[src/rtl/md_pkg.sv]
// Shared encodings for the HI/LO multiply/divide issue controller:
// instruction classes, datapath op codes, controller states and default latencies.
package md_pkg;

    // MD class of the instruction sitting in D
    localparam logic [2:0] CLS_NONE   = 3'd0;
    localparam logic [2:0] CLS_MULT   = 3'd1;
    localparam logic [2:0] CLS_MULTU  = 3'd2;
    localparam logic [2:0] CLS_DIV    = 3'd3;
    localparam logic [2:0] CLS_DIVU   = 3'd4;
    localparam logic [2:0] CLS_MFHI   = 3'd5;
    localparam logic [2:0] CLS_MFLO   = 3'd6;
    localparam logic [2:0] CLS_MTHILO = 3'd7;

    // Op handed to the datapath together with md_start
    typedef enum logic [1:0] {
        OP_MULT  = 2'd0,
        OP_MULTU = 2'd1,
        OP_DIV   = 2'd2,
        OP_DIVU  = 2'd3
    } md_op_e;

    typedef enum logic {
        ST_IDLE = 1'b0,
        ST_RUN  = 1'b1
    } md_state_e;

    localparam int MUL_LAT_DEF = 5;
    localparam int DIV_LAT_DEF = 10;
    localparam int CNT_W_DEF   = 4;

    // Classes that start a multi-cycle operation
    function automatic logic is_start_cls(input logic [2:0] cls);
        return (cls == CLS_MULT) || (cls == CLS_MULTU) ||
               (cls == CLS_DIV)  || (cls == CLS_DIVU);
    endfunction

    function automatic md_op_e cls_to_op(input logic [2:0] cls);
        md_op_e op;
        case (cls)
            CLS_MULT:  op = OP_MULT;
            CLS_MULTU: op = OP_MULTU;
            CLS_DIV:   op = OP_DIV;
            CLS_DIVU:  op = OP_DIVU;
            default:   op = OP_MULT;
        endcase
        return op;
    endfunction

    function automatic logic op_is_div(input md_op_e op);
        return (op == OP_DIV) || (op == OP_DIVU);
    endfunction

endpackage

[src/rtl/md_lat_counter.sv]
// Load / decrement / zero-detect down-counter that times the MD unit latency.
// Clear has priority over load, load over decrement.
module md_lat_counter #(
    parameter int CNT_W = 4
) (
    input  logic             clk,
    input  logic             reset,
    input  logic             clear_i,
    input  logic             load_i,
    input  logic [CNT_W-1:0] load_val_i,
    input  logic             dec_i,
    output logic [CNT_W-1:0] cnt_o,
    output logic             zero_o
);

    logic [CNT_W-1:0] cnt_q;
    logic [CNT_W-1:0] cnt_d;

    // Next-count selection
    always_comb begin
        cnt_d = cnt_q;
        if (clear_i) begin
            cnt_d = {CNT_W{1'b0}};
        end else if (load_i) begin
            cnt_d = load_val_i;
        end else if (dec_i) begin
            cnt_d = cnt_q - {{(CNT_W-1){1'b0}}, 1'b1};
        end else begin
            cnt_d = cnt_q;
        end
    end

    // Count register with asynchronous reset
    always_ff @(posedge clk or posedge reset) begin
        if (reset) begin
            cnt_q <= {CNT_W{1'b0}};
        end else begin
            cnt_q <= cnt_d;
        end
    end

    assign cnt_o  = cnt_q;
    assign zero_o = (cnt_q == {CNT_W{1'b0}});

endmodule

[src/rtl/md_issue_ctrl.sv]
// Issue/sequencing controller for the HI/LO multiply/divide unit at the D/E boundary.
// Issues a one-cycle md_start, times the unit latency, pulses md_commit at completion
// and stalls D while an MD instruction would hit HI/LO in flight.
// Optional feature: define MD_FLUSH_EN to add the e_flush abort input.
module md_issue_ctrl
    import md_pkg::*;
#(
    parameter int MUL_LAT = MUL_LAT_DEF,
    parameter int DIV_LAT = DIV_LAT_DEF,
    parameter int CNT_W   = CNT_W_DEF
) (
    input  logic             clk,
    input  logic             reset,
`ifdef MD_FLUSH_EN
    input  logic             e_flush,
`endif
    input  logic             d_valid,
    input  logic [2:0]       d_cls,
    input  logic             d_advance,
    output logic             stall_md,
    output logic             md_start,
    output logic [1:0]       md_op,
    output logic             mt_we,
    output logic             md_commit,
    output logic             busy,
    output logic [CNT_W-1:0] cnt
);

    // Counter reload values: the issue edge itself consumes one cycle of latency
    localparam logic [CNT_W-1:0] MUL_LOAD = CNT_W'(MUL_LAT - 1);
    localparam logic [CNT_W-1:0] DIV_LOAD = CNT_W'(DIV_LAT - 1);

    md_state_e        state_q;
    md_op_e           op_q;
    md_op_e           op_d;
    logic             flush_s;
    logic             run_s;
    logic             gate_s;
    logic             issue_s;
    logic             commit_s;
    logic             cnt_zero_s;
    logic [CNT_W-1:0] load_val_s;

`ifdef MD_FLUSH_EN
    assign flush_s = e_flush;
`else
    assign flush_s = 1'b0;
`endif

    assign run_s    = (state_q == ST_RUN);
    assign stall_md = d_valid & (d_cls != CLS_NONE) & run_s;
    // A flush in the issue cycle kills the instruction in D as well
    assign gate_s   = d_valid & d_advance & ~stall_md & ~flush_s;
    assign issue_s  = gate_s & is_start_cls(d_cls);
    assign commit_s = run_s & cnt_zero_s;

    // Op being latched this cycle decides which latency gets loaded
    always_comb begin
        op_d       = op_q;
        load_val_s = MUL_LOAD;
        if (issue_s) begin
            op_d = cls_to_op(d_cls);
        end else begin
            op_d = op_q;
        end
        if (op_is_div(op_d)) begin
            load_val_s = DIV_LOAD;
        end else begin
            load_val_s = MUL_LOAD;
        end
    end

    // Controller FSM: IDLE until issue, RUN until commit or flush
    always_ff @(posedge clk or posedge reset) begin
        if (reset) begin
            state_q <= ST_IDLE;
            op_q    <= OP_MULT;
        end else begin
            case (state_q)
                ST_IDLE: begin
                    if (issue_s) begin
                        state_q <= ST_RUN;
                        op_q    <= op_d;
                    end else begin
                        state_q <= ST_IDLE;
                    end
                end
                ST_RUN: begin
                    if (commit_s || flush_s) begin
                        state_q <= ST_IDLE;
                    end else begin
                        state_q <= ST_RUN;
                    end
                end
                default: begin
                    state_q <= ST_IDLE;
                end
            endcase
        end
    end

    md_lat_counter #(
        .CNT_W (CNT_W)
    ) u_lat_counter (
        .clk        (clk),
        .reset      (reset),
        .clear_i    (run_s & flush_s & ~cnt_zero_s),
        .load_i     (issue_s),
        .load_val_i (load_val_s),
        .dec_i      (run_s & ~cnt_zero_s),
        .cnt_o      (cnt),
        .zero_o     (cnt_zero_s)
    );

    assign md_start  = issue_s;
    assign md_op     = issue_s ? cls_to_op(d_cls) : OP_MULT;
    assign mt_we     = gate_s & (d_cls == CLS_MTHILO);
    assign md_commit = commit_s;
    assign busy      = run_s;

endmodule

[config.mk]
export PLATFORM = sky130hd
export DESIGN_NAME = md_issue_ctrl
export DESIGN_NICKNAME = d
export VERILOG_FILES = /design/src/rtl/md_pkg.sv /design/src/rtl/md_lat_counter.sv /design/src/rtl/md_issue_ctrl.sv
export SDC_FILE = /design/constraint.sdc
export NUM_CORES = 1
export LEC_CHECK = 0
export ABC_AREA = 0
export ABC_CLOCK_PERIOD_IN_PS = 3600
export CAP_MARGIN = 15
export CORE_AREA = 3 3 40 42
export DETAILED_ROUTE_END_ITERATION = 6
export DIE_AREA = 0 0 43 45
export PLACE_DENSITY = 0.7
export SYNTH_ARGS = -nofsm -noshare
export SYNTH_HDL_FRONTEND = slang
export SYNTH_SLANG_ARGS = --single-unit
[constraint.sdc]
create_clock -name clk -period 3.6 [get_ports clk]
set_input_delay 0.54 -clock clk [delete_from_list [all_inputs] [get_ports clk]]
set_output_delay 0.54 -clock clk [all_outputs]
set_load 0.1 [all_outputs]
==> results of run 1 <==
[worst min path at each step]
| stage | cells after the start | to | from | slack (ns) |
|---|---|---|---|---|
| 6_report | 2 | u_lat_counter.cnt_o[3] | reset | 0.50 |
| 5_1_grt | 2 | u_lat_counter.cnt_o[2] | reset | 0.51 |
| 4_1_cts | 2 | u_lat_counter.cnt_o[2] | reset | 0.50 |
| 3_5_place_dp | 1 | u_lat_counter.cnt_o[3] | u_lat_counter.cnt_o[3] | 0.56 |
| 3_3_place_gp | 1 | u_lat_counter.cnt_o[3] | u_lat_counter.cnt_o[3] | 0.57 |
| 2_1_floorplan | 1 | busy | reset | 0.32 |
[routing by layer]
metal | vias up | track usage | share of wire
met4 | 0 | 0.0723 | 0
met2 | 13 | 0.150 | 0.45
met3 | 0 | 0.0159 | 0.080
met5 | - | 0 | 0
met1 | 175 | 0.114 | 0.47
li1 | 193 | - | -
[synth_stat cells, drive strengths merged]
master  n
and2    1
or3     1
or2     1
o22ai   1
and3b   1
nand3   2
and3    1
dfrtp   5
xnor2   1
nor3    2
a211oi  1
or3b    2
ha      2
o22a    4
inv     6
nand3b  2
o21ai   1
nor2    3
a21oi   2
buf     1
a31oi   2
[layout by cell type (no fill, tap or decap), types with 3 or more instances in the layout]
master	synthesis	routed
clkdlybuf4s50_1	0	11
buf_4	0	6
inv_1	5	5
dfrtp_1	5	5
nor2_1	3	3
clkbuf_4	0	3
[per-stage QoR]
| step | std cells | util | hold WS (ns) |
|---|---|---|---|
| floorplan | 42 | - | 0.319 |
| global placement | 73 | 0.434 | 0.572 |
| detailed placement | 73 | 0.434 | 0.561 |
| CTS | 77 | 0.455 | 0.504 |
| global route | 77 | 0.455 | 0.512 |
| finish | 77 | 0.455 | 0.504 |
[cells by family (layout without fill, tap and decap cells)]
group,count (synthesis),in the layout,synth area share
compound gates,11,11,0.231
flops,5,5,0.321
buf+inv,7,27,0.0865
fa+ha+maj,2,2,0.0641
xor+xnor,1,1,0.0224
simple gates,16,16,0.276
[critical path, cell delays in order]
cell and delay (ns):
clkdlybuf4s50_1 0.57, or3b_1 0.41, a21oi_4 0.20, buf_4 0.32
[cell type report]
class | instances | area [µm²] | area share
Timing Repair Buffer | 17 | 155 | 0.266
Inverter | 6 | 22.5 | 0.0385
Multi-Input combinational cell | 30 | 236 | 0.405
Clock buffer | 4 | 26.3 | 0.0450
Tap cell | 15 | 18.8 | 0.0321
Sequential cell | 5 | 125 | 0.214
[flip-flops by register name, summed over array words and instances, names as in the netlist]
name,flops
busy,1
u_lat_counter.cnt_o,4
==> run_results.csv, run 1 <==
group,metric,value,unit
detailed_routing,vias,381,
setup_path,timing.rr.start,"u_lat_counter.cnt_o[0]",
cts,htree_levels,1,
placed_design,place_hpwl,684,µm
timing,drv_slew,0,
setup_path,cp-startpoint,"d_cls[2]",
grt,grt_util_all_layers,0.0944,
grt,grt_pass1_vias,328,
synthesis,synth_seq_area_share,0.321,
run,drv_cap,0,
setup_path,start_kind,"input port",
synthesis,synth_cells,42,
placed_design,place_ws,1.03,ns
finish,nNetsFinal,72,
synthesis,ys_ff_latch,5,
setup_path,crit_path_end_kind,"output port",
synthesis,synth.net_count,51,
hold_path,hold_path.class,"in2async",
grt,grt_overflow,0,
timing,setup-tns-final,0,ns
grt,antenna_found_initial,0,
setup_path,r2r_cells,6,
setup_path,cp_max_fo,6,
finish,nFillCells,139,
floorplanning,die-area,0.00194,mm²
synthesis,yosysTopAreaCellShare,0.321,
cts,cts_tree,"done",
synthesis,synth.largest_area_cell,"dfrtp_1",
timing,finClkSkew,0.00152,ns
cts,postCtsHoldBufs,0,
finish,drive_gt1_frac,0.274,
floorplanning,initial_core_util,0.304,
detailed_routing,wl_per_cell,11.6,µm
floorplanning,die_h,45,µm
detailed_routing,drt_iter0_markers,2,
timing,finalCriticalPeriod,2.59,ns
timing,max_freq,386,MHz
finish,synthToLayoutAreaGrowth,49.7,%
cts,clkTransAtPathRegs,0.04,ns
synthesis,synth_warnings,0,
detailed_routing,drt_wl_total,892,µm
synthesis,synth_cell_type_count,25,
cts,cts_buffer_depth,2,
setup_path,reg2reg_slack,1.86,ns
setup_path,path_class,"in2out",
cts,cts_sinks,5,
floorplanning,die_x,43,µm
setup_path,timing.critical_path.to,"md_op[1]",
placed_design,place.gp.congestion,0.672,
placed_design,portBuffers,17,
setup_path,cp_data_arrival_time,2.05,ns
floorplanning,core_area,0.00128,mm²
cts,cts_resized,0,
timing,slew_headroom,0.350,
timing,post-route-period-util,0.719,
cts,insertion_delay,0.24,ns
finish,n_antenna_cell,0,
cts,cts_setup_buffers,0,
cts,cts_buffers,3,
detailed_routing,final_antenna_net_count,0,
detailed_routing,drt-vias-per-instance,4.95,
synthesis,synthTopCellsByArea,"dfrtp_1, ha_1, o22a_2",
detailed_routing,drcViolationCount,0,
timing,rsz0062_at_grt,"no",
synthesis,syn_area,390,µm²
floorplanning,fp-row-count,13,
grt,grt_max_degree,9,
timing,finalHoldViolCount,0,
timing,worst_pin_slew,0.972,ns
floorplanning,io_pins,18,
timing,setup_slack,1.01,ns
placed_design,placed_area,558,µm²
setup_path,crit_required,3.06,ns
cts,root_buffer,"clkbuf_4",
status,status,"finished, final reports clean",
finish,final_area,584,µm²
synthesis,post_synth.cell_area_avg,9.29,µm²
grt,grt_pass1_wl,1.36,mm
timing,setup_violations,0,
detailed_routing,drt_first_pass_iters,2,
setup_path,r2r_end,"u_lat_counter.cnt_o[0]",
Power of run 1 is left out: the tool's default activity adds up to more than one toggle a clock period on the data nets, which glitch-free logic cannot reach.
==> inputs of run 2 (changes only) <==
Settings changed: ABC_CLOCK_PERIOD_IN_PS 3600 to 2250, PLACE_DENSITY 0.7 to 0.72.
Clock period 3.6 ns to 2.25 ns, I/O delays scaled along.
==> run 2 against run 1 <==
Net effect:
- via count increased by 4.7%
- register-to-register slack got worse by 1.4 ns
- flip-flop and latch count unchanged
- non-clock buffer count increased by 1
- first-iteration DRC count increased to 3.5 times the previous value
- clock-buffer cell count unchanged
- sequential share of layout area decreased by 2.3 points
- cell area increased by 15%
- setup slack got worse by 0.78 ns
- critical path depth increased by 1
- global-route usage increased by 1.4 points
- critical path type unchanged
==> run_results.csv, run 2 (same netlist as run 1, synthesis figures left out) <==
group,metric,value,unit
status,status,"finished, final reports clean",
placed_design,place_ws,0.189,ns
cts,clkTransAtPathRegs,0.04,ns
cts,cts_buffers,3,
cts,htree_levels,1,
setup_path,cp_data_arrival_time,1.68,ns
setup_path,crit_path_end_kind,"output port",
detailed_routing,dr_wl_met2,389,µm
run,drv_cap,0,
timing,rsz0062_at_grt,"no",
timing,finalHoldViolCount,0,
floorplanning,fp-row-count,13,
placed_design,place.gp.congestion,0.790,
finish,n_antenna_cell,0,
finish,synthToLayoutAreaGrowth,72.8,%
timing,setup_slack,0.237,ns
timing,post-route-period-util,0.895,
timing,drv_slew,0,
finish,drive_gt1_frac,0.444,
floorplanning,initial_core_util,0.304,
detailed_routing,vias,399,
timing,slew_headroom,0.816,
detailed_routing,drt_first_pass_iters,3,
cts,cts_resized,0,
setup_path,start_kind,"input port",
placed_design,portBuffers,17,
cts,cts_tree,"done",
detailed_routing,wl_met1,388,µm
detailed_routing,wl_per_cell,11.7,µm
finish,nNetsFinal,73,
setup_path,crit_required,1.91,ns
cts,postCtsHoldBufs,0,
detailed_routing,dr_wl_met3,98,µm
cts,insertion_delay,0.24,ns
timing,setup_violations,0,
timing,max_freq,497,MHz
floorplanning,die_h,45,µm
grt,grt_pass1_vias,368,
cts,cts_setup_buffers,0,
detailed_routing,final_antenna_net_count,0,
grt,grt_util_all_layers,0.109,
grt,grt_max_degree,9,
timing,setup-tns-final,0,ns
setup_path,path_class,"in2out",
finish,layout_common_cells,"clkdlybuf4s50_1, buf_12, buf_4, inv_1",
finish,nFillCells,130,
setup_path,cp_max_fo,6,
cts,root_buffer,"clkbuf_4",
floorplanning,io_pins,18,
grt,antenna_found_initial,0,
finish,largest_reg_flops,4,
timing,whs,0.292,ns
grt,grt_overflow,0,
hold_path,hold_path.class,"in2async",
placed_design,place_hpwl,732,µm
floorplanning,die-area,0.00194,mm²
detailed_routing,drcViolationCount,0,
cts,cts_sinks,5,
cts,cts_buffer_depth,2,
timing,finClkSkew,0.00142,ns
detailed_routing,maxUsedRoutingLayer,"met4",
timing,finalCriticalPeriod,2.01,ns
floorplanning,die_x,43,µm
timing,worst_pin_slew,0.279,ns
detailed_routing,drt_iter0_markers,7,
floorplanning,core_area,0.00128,mm²
detailed_routing,drt-vias-per-instance,5.12,
grt,grt_pass1_wl,1.55,mm
detailed_routing,drt_wl_total,909,µm
-- run 2: changes by cell type in the layout (fill, tap and decap cells not counted), sizes merged --
cell	change
buf	+6
clkdlybuf4s50	-5
-- run 2: path summary, 6_finish.rpt --
kind                                        startpoint                     end  slack (ns)  cells past startpoint
worst min register to register  u_lat_counter.cnt_o[0]  u_lat_counter.cnt_o[0]        0.57                      1
worst min-delay path                             reset  u_lat_counter.cnt_o[0]        0.29                      2
worst max-delay path                          d_cls[0]                md_op[0]        0.24                      5
max in group asynchronous                        reset  u_lat_counter.cnt_o[1]        1.76                      2
min in group clk                u_lat_counter.cnt_o[0]  u_lat_counter.cnt_o[0]        0.57                      1
worst max register to register  u_lat_counter.cnt_o[0]  u_lat_counter.cnt_o[0]        0.46                      6
-- run 2: through the flow --
stage           util  instances  area, µm²
3_3_place_gp   0.504         74        648
5_1_grt        0.525         78        674
2_1_floorplan      -         42        415
3_5_place_dp   0.504         74        648
6_report       0.525         78        674
4_1_cts        0.525         78        674
-- run 2: final cells by class --
cell class / count / area (µm²) / share of cell area
sequential: 5 / 129 / 0.191
tap: 15 / 18.8 / 0.0278
clock buffer: 4 / 26.3 / 0.0390
timing repair buffer: 18 / 225 / 0.334
inverter: 6 / 22.5 / 0.0334
multi-input combinational: 30 / 253 / 0.375
-- run 2: metal layers --
metal / track usage / vias up
met3: 0.0159 / 3
met4: 0.0904 / 0
met1: 0.130 / 181
met5: 0 / -
li1: - / 193
met2: 0.174 / 22
-- run 2: critical path, cell delays in order --
cell             delay [ns]
clkdlybuf4s50_1        0.52
o21ai_0                0.24
nand3_2                0.14
nor3_4                 0.23
buf_12                 0.20
Power of run 2 is left out for the same reason.
